<file path="src/rtl/mode_select_ctrl_pkg.sv">
// mode_select_ctrl_pkg: mode codes shared with the pattern generator and default timing values
package mode_select_ctrl_pkg;
    typedef enum logic [1:0] {
        MODE_SHIFT   = 2'b00,
        MODE_COUNT   = 2'b01,
        MODE_JOHNSON = 2'b10
    } mode_e;
    localparam int DEBOUNCE_CYCLES_DEF = 500000;
    localparam int TICK_DIV_DEF        = 12500000;
endpackage

</file>
<file path="src/rtl/mode_select_ctrl_if.sv">
// mode_select_ctrl_if: raw buttons in, mode/pattern_rst/step/running out
// master = button/generator side, slave = mode_select_ctrl
interface mode_select_ctrl_if;
    import mode_select_ctrl_pkg::*;
    logic  btn_next;
    logic  btn_pause;
    mode_e mode;
    logic  pattern_rst;
    logic  step;
    logic  running;
    modport master (output btn_next, btn_pause, input mode, pattern_rst, step, running);
    modport slave (input btn_next, btn_pause, output mode, pattern_rst, step, running);
endinterface

</file>
<file path="src/rtl/mode_select_ctrl_btn_debounce.sv">
// btn_debounce: two-flop sync, stable-count debounce, one-cycle press pulse on debounced rise
// ports: clk, reset (async high), btn_i raw button, press_o registered press pulse
module btn_debounce import mode_select_ctrl_pkg::*; #(
    parameter int DEBOUNCE_CYCLES = DEBOUNCE_CYCLES_DEF
) (
    input  logic clk,
    input  logic reset,
    input  logic btn_i,
    output logic press_o
);
    localparam int CW = ($clog2(DEBOUNCE_CYCLES) < 1) ? 1 : $clog2(DEBOUNCE_CYCLES);
    logic s1_q, s2_q, db_q, db_dly_q, press_q;
    logic db_d, hit;
    logic [CW-1:0] cnt_q, cnt_d;
    // level accepted once it has differed from db for DEBOUNCE_CYCLES consecutive cycles
    always_comb begin
        hit   = (s2_q != db_q) && (cnt_q == CW'(DEBOUNCE_CYCLES - 1));
        cnt_d = (s2_q == db_q || hit) ? '0 : cnt_q + 1'b1;
        db_d  = hit ? s2_q : db_q;
    end
    always_ff @(posedge clk or posedge reset) begin
        if (reset) begin
            {s1_q, s2_q, db_q, db_dly_q, press_q} <= '0;
            cnt_q <= '0;
        end else begin
            s1_q     <= btn_i;
            s2_q     <= s1_q;
            cnt_q    <= cnt_d;
            db_q     <= db_d;
            db_dly_q <= db_q;
            press_q  <= db_q & ~db_dly_q;
        end
    end
    assign press_o = press_q;
endmodule

</file>
<file path="src/rtl/mode_select_ctrl.sv">
// mode_select_ctrl: debounced buttons drive mode FSM, run/pause flag and step prescaler
// ports: clk, reset (async high), bus (slave: btn_next/btn_pause in; mode/pattern_rst/step/running out)
module mode_select_ctrl import mode_select_ctrl_pkg::*; #(
    parameter int DEBOUNCE_CYCLES = DEBOUNCE_CYCLES_DEF,
    parameter int TICK_DIV        = TICK_DIV_DEF
) (
    input logic               clk,
    input logic               reset,
    mode_select_ctrl_if.slave bus
);
    localparam int TW = $clog2(TICK_DIV);
    logic press_next, press_pause;
    mode_e mode_q, mode_d;
    logic running_q, pattern_rst_q, step_q, tc;
    logic [TW-1:0] tick_q, tick_d;
    btn_debounce #(.DEBOUNCE_CYCLES(DEBOUNCE_CYCLES)) u_next (
        .clk(clk), .reset(reset), .btn_i(bus.btn_next), .press_o(press_next)
    );
    btn_debounce #(.DEBOUNCE_CYCLES(DEBOUNCE_CYCLES)) u_pause (
        .clk(clk), .reset(reset), .btn_i(bus.btn_pause), .press_o(press_pause)
    );
    always_ff @(posedge clk or posedge reset) begin
        if (reset) mode_q <= MODE_SHIFT;
        else mode_q <= mode_d;
    end
    // any unexpected code falls back to MODE_SHIFT on the next press
    always_comb begin
        mode_d = !press_next ? mode_q :
                 mode_q == MODE_SHIFT ? MODE_COUNT :
                 mode_q == MODE_COUNT ? MODE_JOHNSON : MODE_SHIFT;
    end
    // a mode change clears the prescaler and wins over a coincident terminal count
    always_comb begin
        tc     = tick_q == TW'(TICK_DIV - 1);
        tick_d = (press_next || (running_q && tc)) ? '0 : running_q ? tick_q + 1'b1 : tick_q;
    end
    always_ff @(posedge clk or posedge reset) begin
        if (reset) begin
            running_q     <= 1'b1;
            pattern_rst_q <= 1'b0;
            step_q        <= 1'b0;
            tick_q        <= '0;
        end else begin
            running_q     <= running_q ^ press_pause;
            pattern_rst_q <= press_next;
            step_q        <= running_q && tc && !press_next;
            tick_q        <= tick_d;
        end
    end
    always_comb begin
        bus.mode        = mode_q;
        bus.pattern_rst = pattern_rst_q;
        bus.step        = step_q;
        bus.running     = running_q;
    end
endmodule

</file>
<file path="src/flat_wrapper.sv">
// flat-port wrapper written by rule: the top's interface ports become plain ports
module mode_select_ctrl_flat import mode_select_ctrl_pkg::*;
#(
    parameter int DEBOUNCE_CYCLES = DEBOUNCE_CYCLES_DEF,
    parameter int TICK_DIV        = TICK_DIV_DEF
)
  (clk, reset, bus_btn_next, bus_btn_pause, bus_mode, bus_pattern_rst, bus_step, bus_running);
  mode_select_ctrl_if bus_i ();
  input logic clk;
  input logic reset;
  input wire logic [$bits(bus_i.btn_next)-1:0] bus_btn_next;
  input wire logic [$bits(bus_i.btn_pause)-1:0] bus_btn_pause;
  output wire logic [$bits(bus_i.mode)-1:0] bus_mode;
  output wire logic [$bits(bus_i.pattern_rst)-1:0] bus_pattern_rst;
  output wire logic [$bits(bus_i.step)-1:0] bus_step;
  output wire logic [$bits(bus_i.running)-1:0] bus_running;
  assign bus_i.btn_next = bus_btn_next;
  assign bus_i.btn_pause = bus_btn_pause;
  assign bus_mode = bus_i.mode;
  assign bus_pattern_rst = bus_i.pattern_rst;
  assign bus_step = bus_i.step;
  assign bus_running = bus_i.running;
  mode_select_ctrl #(.DEBOUNCE_CYCLES(DEBOUNCE_CYCLES), .TICK_DIV(TICK_DIV)) u_core (.clk(clk), .reset(reset), .bus(bus_i));
endmodule
</file>
<file path="config.mk">
export PLATFORM = sky130hd
export DESIGN_NAME = mode_select_ctrl_flat
export DESIGN_NICKNAME = d
export VERILOG_FILES = /design/src/rtl/mode_select_ctrl_pkg.sv /design/src/rtl/mode_select_ctrl_if.sv /design/src/rtl/mode_select_ctrl_btn_debounce.sv /design/src/rtl/mode_select_ctrl.sv /design/src/flat_wrapper.sv
export SDC_FILE = /design/constraint.sdc
export NUM_CORES = 1
export LEC_CHECK = 0
export CAP_MARGIN = 20
export CORE_MARGIN = 8
export CORE_UTILIZATION = 30
export CTS_CLUSTER_SIZE = 20
export DETAILED_ROUTE_END_ITERATION = 8
export GPL_TIMING_DRIVEN = 0
export HOLD_SLACK_MARGIN = 0.03
export PLACE_DENSITY = 0.5
export SLEW_MARGIN = 0
export SYNTH_ARGS = -nofsm -noshare
export SYNTH_HDL_FRONTEND = slang
export SYNTH_HIERARCHICAL = 1
export SYNTH_SLANG_ARGS = --single-unit
</file>
<file path="constraint.sdc">
create_clock -name clk -period 1.95 [get_ports clk]
set_input_delay 0.2925 -clock clk [delete_from_list [all_inputs] [get_ports clk]]
set_output_delay 0.2925 -clock clk [all_outputs]
set_load 0.005 [all_outputs]
</file>
== Word level (Yosys, flattened, before mapping) ==
Cells that the tools add are included.

* Bits in registers: 77
* Bits of input ports: 4
* Output and inout port bits: 5
* Logic and storage cells: 49

* $add $sub $neg: 3
* Equal/unequal tests: 8
* Muxes and demuxes: 6
* Bitwise operators: 5
* Reductions and logical operators: 10

{| class="wikitable"
|+ Operator list
! kind !! number
|-
| 24-bit 2-to-1 mux || 2
|-
| 19-bit by 1-bit adder with 19-bit output, second input constant || 2
|-
| 19-bit equality test, second input constant || 2
|-
| 19-bit 2-to-1 mux || 2
|-
| 24-bit by 1-bit adder with 24-bit output, second input constant || 1
|-
| 24-bit equality test, second input constant || 1
|-
| 1-bit logical AND || 4
|-
| 2-bit 2-to-1 mux || 2
|-
| 1-bit logical OR || 3
|-
| 1-bit AND || 2
|-
| 1-bit equality test || 2
|-
| 2-bit by 1-bit equality test with 1-bit output, second input constant || 1
|-
| 2-bit logical NOT || 1
|-
| 1-bit inequality test || 2
|-
| 1-bit NOT || 2
|-
| 2-bit nonzero test || 1
|-
| 1-bit logical NOT || 1
|-
| 1-bit XOR || 1
|}

== Depth between registers and ports, before layout ==
Gate-level depths: netlist of the first run.

* Word-level depth: 4
* Gate-level depth with buffers: 7
* Depth with buffers taken out: 5

== Hierarchy ==
Netlist of the first run, hierarchy kept.

{| class="wikitable"
|+ Modules (own cells, without submodules)
! module !! times used !! cells each !! area each (um^2)
|-
| btn_debounce || 2 || 105 || 1,126.1
|-
| mode_select_ctrl || 1 || 152 || 1,500.2
|}

== Worst setup path before layout of the first run ==
OpenSTA, ideal clock, no wires.

* Path kind: register -> register
* Start point: register u_core.running_q, in the netlist u_core/bus.running
* End point: register u_core.tick_q[23]
* Arrival: 2.013 ns
* Data required time: 1.877 ns
* Path slack: -0.136 ns
* Cell stages (with the launch flop): 7
* Path buffers: 2
* Period minus slack after synthesis: 2.086 ns
* Path through: dfstp_2 > buf_6 > nand3_2 > or4_1 > buf_2 > or4_4 > a21oi_2

* Longest elaborated chain between the ends: 3
* Elaborated cells between the ends (all ways): 4
* Classes of those cells: 1 x mux; 3 x reduce/logical

{| class="wikitable"
|+ RTL lines
! element !! line !! text
|-
| start, declared || mode_select_ctrl.sv:14 || <nowiki>logic running_q, pattern_rst_q, step_q, tc;</nowiki>
|-
| start signal, assigned || mode_select_ctrl.sv:44 || <nowiki>running_q <= running_q ^ press_pause;</nowiki>
|-
| 1-bit logical AND || mode_select_ctrl.sv:35 || <nowiki>tick_d = (press_next || (running_q && tc)) ? '0 : running_q ? tick_q + 1'b1 : tick_q;</nowiki>
|-
| 1-bit logical OR || mode_select_ctrl.sv:35 ||
|-
| 24-bit 2-to-1 mux or 2-bit nonzero test (tied branches) || - ||
|-
| end signal, assigned || mode_select_ctrl.sv:47 || <nowiki>tick_q <= tick_d;</nowiki>
|-
| end, declared || mode_select_ctrl.sv:15 || <nowiki>logic [TW-1:0] tick_q, tick_d;</nowiki>
|}

Parallel ways exist; a longest one is shown, timed or not.
A chain may end at the register's enable or synchronous reset.

== Final worst setup path of the first run ==
* Start point: register u_core.running_q, in the netlist u_core/bus.running
* End point: register u_core.tick_q[21]

The elaborated chain is that of the path after synthesis.

==> results of run 1 <==
repair_timing:
item / 4_1_cts / 5_1_grt
cloned: 1 / 2
endpoints found under the hold margin: 0 / 0
setup endpoints to repair: 44 / 44
gates resized for setup: 22 / 40
setup buffers: 12 / 12
pin swaps: 9 / 18
hold buffers: 0 / 0
worst max-delay path, cell delays in order, from the launching register on:
cell and delay, ns:
dfstp_2 0.60, nand3_2 0.10, or4_4 0.57, or4_4 0.50, a21oi_2 0.13
cells by family after synthesis:
logic type      after synthesis
mux                           4
flops                        77
xor+xnor                     44
buf+inv                      17
fa+ha+maj                     3
simple gates                181
compound gates               36
report_power, final:
part           total [W]  switching [W]  internal (W)
clock network    0.00182       0.000626       0.00119
logic          0.0000982      0.0000627     0.0000355
registers        0.00162      0.0000117       0.00161
total            0.00354       0.000700       0.00284
registers in the layout, indices dropped and copies added, names as in the netlist, 2 cells and up:
register and count:
u_core/bus.mode 2, u_core/tick_q 24, u_core/u_pause/cnt_q 19, u_core/u_next/cnt_q 19
stage by stage:
stage               hold slack (ns)  utilization  area (um2)
floorplan                     0.307            -        3760
global placement              0.338        0.327        4060
detailed placement            0.340        0.329        4080
CTS                           0.353        0.371        4610
global route                  0.357        0.390        4840
finish                        0.349        0.390        4840
how the worst max path moves through the flow:
stage | start | endpoint | depth (start not counted)
2_1_floorplan | u_core/bus.running | u_core/tick_q[21] | 6
3_3_place_gp | u_core/tick_q[9] | u_core/tick_q[11] | 5
3_5_place_dp | u_core/tick_q[9] | u_core/tick_q[14] | 5
4_1_cts | u_core/bus.running | u_core/tick_q[21] | 6
5_1_grt | u_core/bus.running | u_core/tick_q[21] | 4
6_report | u_core/bus.running | u_core/tick_q[21] | 4
Yosys cell counts (2+ instances only):
cell type | number | share of area
nand4_1 | 22 | 0.037
and4_4 | 2 | 0.0060
nand2b_1 | 3 | 0.0050
o31ai_1 | 5 | 0.010
buf_6 | 3 | 0.0090
nor4_1 | 9 | 0.015
inv_1 | 8 | 0.0080
nand3_1 | 17 | 0.023
xor2_1 | 27 | 0.063
xnor2_1 | 17 | 0.040
mux2_2 | 2 | 0.0060
a21oi_2 | 3 | 0.0070
mux2i_1 | 2 | 0.0053
nor2b_1 | 4 | 0.0067
o21ai_0 | 11 | 0.015
a21oi_1 | 13 | 0.017
and4_1 | 5 | 0.012
and3_1 | 7 | 0.012
or3_2 | 2 | 0.0040
nor2_1 | 50 | 0.050
and3_2 | 2 | 0.0040
or3_1 | 7 | 0.012
nand2_1 | 20 | 0.020
nand4_4 | 2 | 0.011
or4_1 | 4 | 0.0080
ha_1 | 3 | 0.010
dfrtp_1 | 76 | 0.51
nor3_1 | 7 | 0.0093
o21ai_2 | 2 | 0.0047
or2_2 | 3 | 0.0050
or4_4 | 3 | 0.0090
buf_2 | 5 | 0.0067
nand3_2 | 2 | 0.0053
nor4b_1 | 2 | 0.0047
layout make-up:
class	instances	area (um2)
plain buffers	6	62.6
clock buffers	13	260
clock inverters	3	67.6
fillers	1234	7570
inverters	8	30.0
multi-input cells	269	1930
flip-flops and latches	77	1930
well taps	172	215
repair buffers	35	339
routing by layer:
metal / routed length, um / vias to the layer above
li1: - / 1392
met1: 3890 / 1396
met2: 3760 / 21
met3: 197 / 5
met4: 57 / 0
met5: 0 / -
==> run summary, run 1 <==
status = complete, but fails checks
failing checks = negative setup slack
Die H = 128 um
CP Max Fanout = 5
post-DR wirelength/cell = 13.6 um
Pre-Repair DR Iteration Count = 4
ratio of cells with drive above 1 in the final layout = 0.275
crit end category = flip-flop
hold path cells = 0
YS warnings = 6
Hold EP = u_core/u_next/s2_q
gr ovfl total = 0
commonest non-fill, non-tap cells in the layout = 72 x dfrtp_1, 36 x nor2_1, 27 x xor2_1, 22 x nand4_1, 21 x buf_4
Compound-Gate Fraction of Synth Area = 0.0590
Placed Cells = 543
RSZ-0062 raised after global routing = true
area share of and/or/nand/nor cells after synthesis = 0.278
arrival time worst endpoint = 2.23 ns
Top Usage Layer GRT = met2
first-pass GRT wire length = 13200 um
number of inserted diodes = 0
PD cells = 731 nW/um2
CTS root buf = clkbuf_16
GR met3 Demand/Resource = 0.0300
CTS max path bufs = 2
Distinct cells, synth = 46
fin crit share = 1.01
Total Neg Setup Slack = -0.0276 ns
WL final = 7910 um
Clk Latency, worst-skew pair = 0.33 ns
Crit Path Class = flip-flop to flip-flop
largest net degree at the start of global routing = 25
CTS clock-pin slew for the worst setup and hold paths = 0.06 ns
HP Class = flip-flop to flip-flop
hpwl dp = 4880 um
GRT met1 Usage = 0.130
max_slew headroom = 0.376
antenna violations before repair = 0
Vias/cell = 4.83
GRT Util Overall = 0.0995
FF-to-FF path depth = 4
post-route DRC violation count = 0
PortBufs = 8
Synth Register Bits = 77
leakage power = 2.01 nW
final worst slack = -0.0179 ns
die area = 16300 um2
H-tree Lvls = 3
Post-synth EDFFs = 0
met2 usage = 0.155
Critical Path RT = 2.21 ns
Iter 0 DRT Violations = 149
commonest non-fill, non-tap cell in the layout = dfrtp_1
Tot Pwr = 0.00354 W
post-synthesis adder-cell area fraction = 0.0100
GPL Wtd Cong = 0.761
CTS Buf Count = 9
CTS tree = yes
clock sinks = 77
Final nets = 413
Die W = 128 um
Ports = 9
pre-CTS setup slack = -0.284 ns
Synth Flop Type = dfrtp_1
core box area = 12400 um2
Starting Density = 0.302
remaining antenna violation count = 0
syn_area_per_cell = 10.4 um2
R2R Path Start = u_core/bus.running
nature of the critical path startpoint = flip-flop
sequential share of the synthesized area = 0.514
Syn Nets = 369
multiplexer share of the synthesized area = 0.0113
Final Hold Fails = 0
mapped cell area = 3750 um2
Synth Area in XOR/XNOR = 0.103
worst hold start = u_core/u_next/s1_q
Final Non-Filler Cells = 583
vias in the first global route = 2731
Fin Clk Skew = 0.00535 ns
via count = 2814
max-slew violations = 0
Core Rows = 41
main combinational cell family by area after synthesis = simple AND/OR/NAND/NOR gates
FF-to-FF setup slack = -0.02 ns
Setup violations, final = 2
area growth from synthesis to layout = 29.0%
minimum clock period = 1.97 ns
Crit Reg-Reg Endpoint = u_core/tick_q[21]
worst vdd ir = 0.594 mV
Fmax = 508 MHz
Post-Syn Instances = 362
max-capacitance violation count = 0
worst slew pin tran = 0.936 ns
post-synthesis async set-or-reset flop share = 1.00
(Power assumes the default switching activity.)
==> run 2, diff against run 1 <==
--- a/config.mk
+++ b/config.mk
@@ -10,7 +10,6 @@
 export CORE_UTILIZATION = 30
 export CTS_CLUSTER_SIZE = 20
 export DETAILED_ROUTE_END_ITERATION = 8
-export GPL_TIMING_DRIVEN = 0
 export HOLD_SLACK_MARGIN = 0.03
 export PLACE_DENSITY = 0.5
 export SLEW_MARGIN = 0
==> run 2 against run 1 <==
Against the previous run:
- the flow now finishes without violations
- critical path depth unchanged
- register-to-register slack better by 0.06 ns
- die area unchanged
- power down 4.8%
- combinational power down 12%
- non-clock buffer count up 5
- routed wire length down 6.5%
- first-iteration DRC count down 9.4%
- clock-buffer cell count down 3
- sequential cell count unchanged
- final cell count up 0.69%
- global-route usage down 0.056 points
- largest cell class unchanged
==> run summary, run 2 (synthesized netlist as in run 1, its figures left out) <==
Pre-Repair DR Iteration Count = 4 (unchanged)
fin crit share = 0.980 (was 1.01)
critical path endpoint = u_core/tick_q[21] (unchanged)
status = finished clean (was complete, but fails checks)
post-DR wirelength/cell = 12.6 um (was 13.6 um)
arrival time worst endpoint = 2.17 ns (was 2.23 ns)
clock sinks = 77 (unchanged)
CTS clock-pin slew for the worst setup and hold paths = 0.06 ns (about the same)
Cell Area, Placed = 4280 um2 (was 4080 um2)
number of inserted diodes = 0 (unchanged)
die area = 16300 um2 (unchanged)
CP max stage cell = dfstp_2 (unchanged)
Vias/cell = 4.72 (was 4.83)
post-route DRC violation count = 0 (unchanged)
max_slew headroom = 0.696 (was 0.376)
Die W = 128 um (unchanged)
commonest non-fill, non-tap cells in the layout = 76 x dfrtp_1, 50 x nor2_1, 37 x buf_4, 27 x xor2_1, 22 x nand4_1 (was 72 x dfrtp_1, 36 x nor2_1, 27 x xor2_1, 22 x nand4_1, 21 x buf_4)
PD cells = 725 nW/um2 (was 731 nW/um2)
Setup violations, final = 0 (was 2)
cts hold-fix bufs = 0 (unchanged)
WL final = 7390 um (was 7910 um)
worst vdd ir = 0.496 mV (was 0.594 mV)
Total Neg Setup Slack = 0 ns (was -0.0276 ns)
Core Rows = 41 (unchanged)
Die H = 128 um (unchanged)
RSZ-0062 raised after global routing = true (unchanged)
Filler cells = 1271 (was 1234)
worst slew pin tran = 0.450 ns (was 0.936 ns)
Fin Clk Skew = 0.00634 ns (was 0.00535 ns)
Starting Density = 0.302 (unchanged)
CP Max Fanout = 7 (was 5)
most frequent CP cell = or4_4 (unchanged)
Final Hold Fails = 0 (unchanged)
crit end category = flip-flop (unchanged)
area growth from synthesis to layout = 23.9% (was 29.0%)
CTS max path bufs = 2 (unchanged)
PortBufs = 8 (unchanged)
pre-CTS setup slack = -0.0472 ns (was -0.284 ns)
H-tree Lvls = 3 (unchanged)
minimum clock period = 1.91 ns (was 1.97 ns)
gr ovfl total = 0 (unchanged)
core box area = 12400 um2 (unchanged)
FF-to-FF path depth = 4 (unchanged)
Fmax = 523 MHz (was 508 MHz)
Crit Path Class = flip-flop to flip-flop (unchanged)
cells along the critical path = nand3_2 -> or4_4 -> or4_4 -> a21oi_2 (unchanged)
leakage power = 2.03 nW (was 2.01 nW)
Clk Latency, worst-skew pair = 0.32 ns (was 0.33 ns)
max-capacitance violation count = 0 (unchanged)
CTS tree = yes (unchanged)
Ports = 9 (unchanged)
GRT Util Overall = 0.0989 (was 0.0995)
Largest register FFs = 24 (unchanged)
R2R Path Start = u_core/bus.running (unchanged)
CTS root buf = clkbuf_16 (unchanged)
final worst slack = 0.0382 ns (was -0.0179 ns)
Crit Reg-Reg Endpoint = u_core/tick_q[21] (unchanged)
nature of the critical path startpoint = flip-flop (unchanged)
remaining antenna violation count = 0 (unchanged)
Final nets = 417 (was 413)
Largest Register = u_core/tick_q (unchanged)
largest registers = u_core/tick_q: 24 flops, u_core/u_next/cnt_q: 19 flops, u_core/u_pause/cnt_q: 19 flops (unchanged)
HP Class = input pin to async pin (was flip-flop to flip-flop)
FF-to-FF setup slack = 0.04 ns (was -0.02 ns)
GPL Wtd Cong = 0.756 (was 0.761)
Crit path largest cell delay = 0.57 ns (was 0.60 ns)
max-slew violations = 0 (unchanged)
Critical Path RT = 2.21 ns (about the same)
Setup crit start = u_core/bus.running (unchanged)
hpwl dp = 5250 um (was 4880 um)
largest net degree at the start of global routing = 30 (was 25)
antenna violations before repair = 0 (unchanged)
via count = 2769 (was 2814)
commonest non-fill, non-tap cell in the layout = dfrtp_1 (unchanged)
Iter 0 DRT Violations = 135 (was 149)
first-pass GRT wire length = 13300 um (was 13200 um)
CTS Buf Count = 9 (unchanged)
Finished Cell Area = 4650 um2 (was 4840 um2)
ratio of cells with drive above 1 in the final layout = 0.227 (was 0.275)
vias in the first global route = 2795 (was 2731)
==> run 2: layer usage <==
metal	track usage	up-vias	share of wire
li1	-	1390	-
met1	0.129	1347	0.49
met2	0.157	25	0.48
met3	0.0266	7	0.023
met4	0.0287	0	0.0092
met5	0	-	0
==> run 2: worst min path at each step <==
stage               slack (ns)  cells past startpoint                     end                from
floorplan                 0.31                      1  u_core/u_next/cnt_q[0]               reset
global placement          0.33                      0      u_core/u_next/s2_q  u_core/u_next/s1_q
detailed placement        0.34                      0      u_core/u_next/s2_q  u_core/u_next/s1_q
CTS                       0.23                      2      u_core/u_next/s2_q               reset
global route              0.24                      2      u_core/u_next/s2_q               reset
finish                    0.22                      2   u_core/u_next/press_o               reset
==> run 2: worst max-delay path, delay by kind of cell, from the launching register on <==
family | cells | cell delay (ns)
AOI/OAI and AO/OA | 1 | 0.12
DFF | 1 | 0.57
and+or+nand+nor | 3 | 1.16
==> run 2: repair_timing <==
| action | 4_1_cts | 5_1_grt |
|---|---|---|
| buffers inserted | 0 | 1 |
| pin swaps | 0 | 3 |
| resized for setup | 3 | 10 |
| endpoints found under the hold margin | 0 | 0 |
| setup endpoints to repair | 7 | 24 |
==> run 2: stage by stage <==
stage          hold WS, ns  cells  power [W]   util
2_1_floorplan        0.307    362    0.00171      -
3_3_place_gp         0.332    570    0.00174  0.344
3_5_place_dp         0.342    570    0.00174  0.344
4_1_cts              0.227    586    0.00344  0.370
5_1_grt              0.236    587    0.00351  0.375
6_report             0.225    587    0.00337  0.375
==> run 2: power breakdown <==
part | switching (W) | leakage [nW] | internal (W)
sequential | 0.0000116 | 1.06 | 0.00161
combinational | 0.0000584 | 0.829 | 0.0000278
clock | 0.000640 | 0.140 | 0.00102
total | 0.000710 | 2.03 | 0.00266
==> run 2: final cells by class <==
cell class              instances  area, um2  share of cell area
flip-flops and latches         77       1930               0.415
multi-input cells             268       1800               0.386
repair buffers                 46        378              0.0813
clock buffers                  10        239              0.0514
well taps                     172        215              0.0463
clock inverters                 6       62.6              0.0135
inverters                       8       30.0             0.00646
==> run 3, diff against run 2 <==
--- a/config.mk
+++ b/config.mk
@@ -10,8 +10,10 @@
 export CORE_UTILIZATION = 30
 export CTS_CLUSTER_SIZE = 20
 export DETAILED_ROUTE_END_ITERATION = 8
+export GPL_TIMING_DRIVEN = 0
 export HOLD_SLACK_MARGIN = 0.03
 export PLACE_DENSITY = 0.5
+export SETUP_SLACK_MARGIN = 0.1
 export SLEW_MARGIN = 0
 export SYNTH_ARGS = -nofsm -noshare
 export SYNTH_HDL_FRONTEND = slang
==> run 3 against run 2 <==
Against the previous run:
- the flow now finishes with violations (negative setup slack)
- first-iteration DRC count up 49%
- critical path type unchanged
- clock power up 7%
- clock skew about the same
- routed wire length up 7.2%
- final cell count down 0.34%
- combinational power up 25%
- sequential power about the same
- global-route usage up 0.49 points
- cell area up 4.9%
- die area unchanged
- register-to-register slack worse by 0.13 ns
- critical endpoint unchanged
==> run summary, run 3 (synthesized netlist as in run 1, its figures left out) <==
Crit Reg-Reg Endpoint = u_core/tick_q[21] (unchanged)
largest net degree at the start of global routing = 25 (was 30)
Largest Register = u_core/tick_q (unchanged)
max_slew headroom = 0.375 (was 0.696)
largest registers = u_core/tick_q: 24 flops, u_core/u_next/cnt_q: 19 flops, u_core/u_pause/cnt_q: 19 flops (unchanged)
Setup crit start = u_core/bus.running (unchanged)
first-pass GRT wire length = 13700 um (was 13300 um)
Crit Path Class = flip-flop to flip-flop (unchanged)
pre-CTS setup slack = -0.186 ns (was -0.0472 ns)
ratio of cells with drive above 1 in the final layout = 0.269 (was 0.227)
commonest non-fill, non-tap cell in the layout = dfrtp_1 (unchanged)
GPL Wtd Cong = 0.789 (was 0.756)
crit end category = flip-flop (unchanged)
cells along the critical path = buf_6 -> nand3_2 -> or4_4 -> buf_6 -> or4_4 -> a21oi_2 (was nand3_2 -> or4_4 -> or4_4 -> a21oi_2)
Fin Clk Skew = 0.00631 ns (was 0.00634 ns)
final worst slack = -0.0939 ns (was 0.0382 ns)
CP max stage cell = dfstp_2 (unchanged)
PD cells = 721 nW/um2 (was 725 nW/um2)
post-layout util = 0.393 (was 0.375)
H-tree Lvls = 3 (unchanged)
vias in the first global route = 2789 (was 2795)
Core Rows = 41 (unchanged)
worst slew pin tran = 0.937 ns (was 0.450 ns)
gr ovfl total = 0 (unchanged)
CTS clock-pin slew for the worst setup and hold paths = 0.06 ns (about the same)
CTS Buf Count = 9 (unchanged)
Critical Path RT = 2.22 ns (was 2.21 ns)
commonest non-fill, non-tap cells in the layout = 73 x dfrtp_1, 41 x nor2_1, 27 x xor2_1, 22 x nand4_1 (was 76 x dfrtp_1, 50 x nor2_1, 37 x buf_4, 27 x xor2_1, 22 x nand4_1)
CTS root buf = clkbuf_16 (unchanged)
die area = 16300 um2 (unchanged)
WL final = 7920 um (was 7390 um)
Setup violations, final = 9 (was 0)
FF-to-FF path depth = 6 (was 4)
post-route DRC violation count = 0 (unchanged)
Starting Density = 0.302 (unchanged)
Placed Cells = 543 (was 570)
Final Non-Filler Cells = 585 (was 587)
CP Max Fanout = 6 (was 7)
fin crit share = 1.05 (was 0.980)
worst vdd ir = 0.423 mV (was 0.496 mV)
Clk Latency, worst-skew pair = 0.34 ns (was 0.32 ns)
Fmax = 489 MHz (was 523 MHz)
R2R Path Start = u_core/bus.running (unchanged)
HP Class = flip-flop to flip-flop (was input pin to async pin)
FF-to-FF setup slack = -0.09 ns (was 0.04 ns)
max-slew violations = 0 (unchanged)
via count = 2865 (was 2769)
GRT Util Overall = 0.104 (was 0.0989)
Iter 0 DRT Violations = 201 (was 135)
number of inserted diodes = 0 (unchanged)
Die H = 128 um (unchanged)
Vias/cell = 4.90 (was 4.72)
arrival time worst endpoint = 2.31 ns (was 2.17 ns)
Largest register FFs = 24 (unchanged)
Ports = 9 (unchanged)
hpwl dp = 4940 um (was 5250 um)
CTS max path bufs = 2 (unchanged)
Die W = 128 um (unchanged)
Pre-Repair DR Iteration Count = 4 (unchanged)
area growth from synthesis to layout = 30.0% (was 23.9%)
clock sinks = 77 (unchanged)
core box area = 12400 um2 (unchanged)
post-DR wirelength/cell = 13.5 um (was 12.6 um)
RSZ-0062 raised after global routing = true (unchanged)
Total Neg Setup Slack = -0.333 ns (was 0 ns)
Crit path largest cell delay = 0.53 ns (was 0.57 ns)
leakage power = 2.03 nW (about the same)
critical path endpoint = u_core/tick_q[21] (unchanged)
max-capacitance violation count = 0 (unchanged)
remaining antenna violation count = 0 (unchanged)
nature of the critical path startpoint = flip-flop (unchanged)
antenna violations before repair = 0 (unchanged)
Final nets = 416 (was 417)
status = complete, but fails checks (was finished clean)
failing checks = negative setup slack
Hold WS = 0.349 ns (was 0.225 ns)
PortBufs = 8 (unchanged)
CTS tree = yes (unchanged)
Final Hold Fails = 0 (unchanged)
minimum clock period = 2.04 ns (was 1.91 ns)
==> run 3: changes by cell type in the layout (fill, tap and decap cells not counted), moves of 5 or more <==
cell	before	now
a21oi_1	11	6
a21oi_2	5	10
buf_4	37	20
buf_6	0	8
nor2_1	50	41
nor2_2	0	6
==> run 3: timing repair <==
item,CTS,global route
cloned,2,2
endpoints found under the hold margin,0,0
buffers inserted,21,2
pin swaps,22,12
hold buffers,0,0
endpoints found under the setup margin,57,52
resized for setup,37,23
==> run 3: through the flow <==
| stage | cell area [um2] | power [W] |
|---|---|---|
| after detailed placement | 4090 | 0.00174 |
| after floorplan | 3770 | 0.00171 |
| after global placement | 4060 | 0.00174 |
| after global routing | 4880 | 0.00368 |
| final | 4880 | 0.00352 |
| after CTS | 4770 | 0.00355 |
==> run 3: final cells by class <==
class,count,area [um2]
Clock inverter,4,72.6
Multi-Input combinational cell,268,1900
Timing Repair Buffer,36,383
Buffer,9,105
Tap cell,172,215
Sequential cell,77,1930
Clock buffer,11,243
Inverter,8,30.0
Fill cell,1240,7540
==> run 3: routing by layer <==
layer | global-route usage | share of wire | vias to the layer above
met3 | 0.0387 | 0.044 | 9
met4 | 0.0343 | 0.012 | 0
met1 | 0.126 | 0.47 | 1428
met2 | 0.167 | 0.47 | 32
li1 | - | - | 1396
met5 | 0 | 0 | -
==> run 3: worst min path at each step <==
stage | start | slack [ns] | cells past startpoint | to
4_1_cts | u_core/u_pause/s1_q | 0.35 | 0 | u_core/u_pause/s2_q
2_1_floorplan | reset | 0.31 | 1 | u_core/u_next/cnt_q[0]
6_report | u_core/u_pause/s1_q | 0.35 | 0 | u_core/u_pause/s2_q
3_3_place_gp | u_core/u_next/s1_q | 0.33 | 0 | u_core/u_next/s2_q
3_5_place_dp | u_core/u_next/s1_q | 0.34 | 0 | u_core/u_next/s2_q
5_1_grt | u_core/u_pause/s1_q | 0.36 | 0 | u_core/u_pause/s2_q
==> run 3: power by group <==
part | internal, W | switching, W
Sequential | 0.00161 | 0.0000153
Clock | 0.00115 | 0.000635
Combinational | 0.0000448 | 0.0000637
==> run 3: critical path, delay by kind of cell, from the launching register on <==
| family | cells | cell delay [ns] |
|---|---|---|
| DFF | 1 | 0.53 |
| buffers and inverters | 2 | 0.26 |
| and+or+nand+nor | 3 | 1.07 |
| AOI/OAI and AO/OA | 1 | 0.12 |
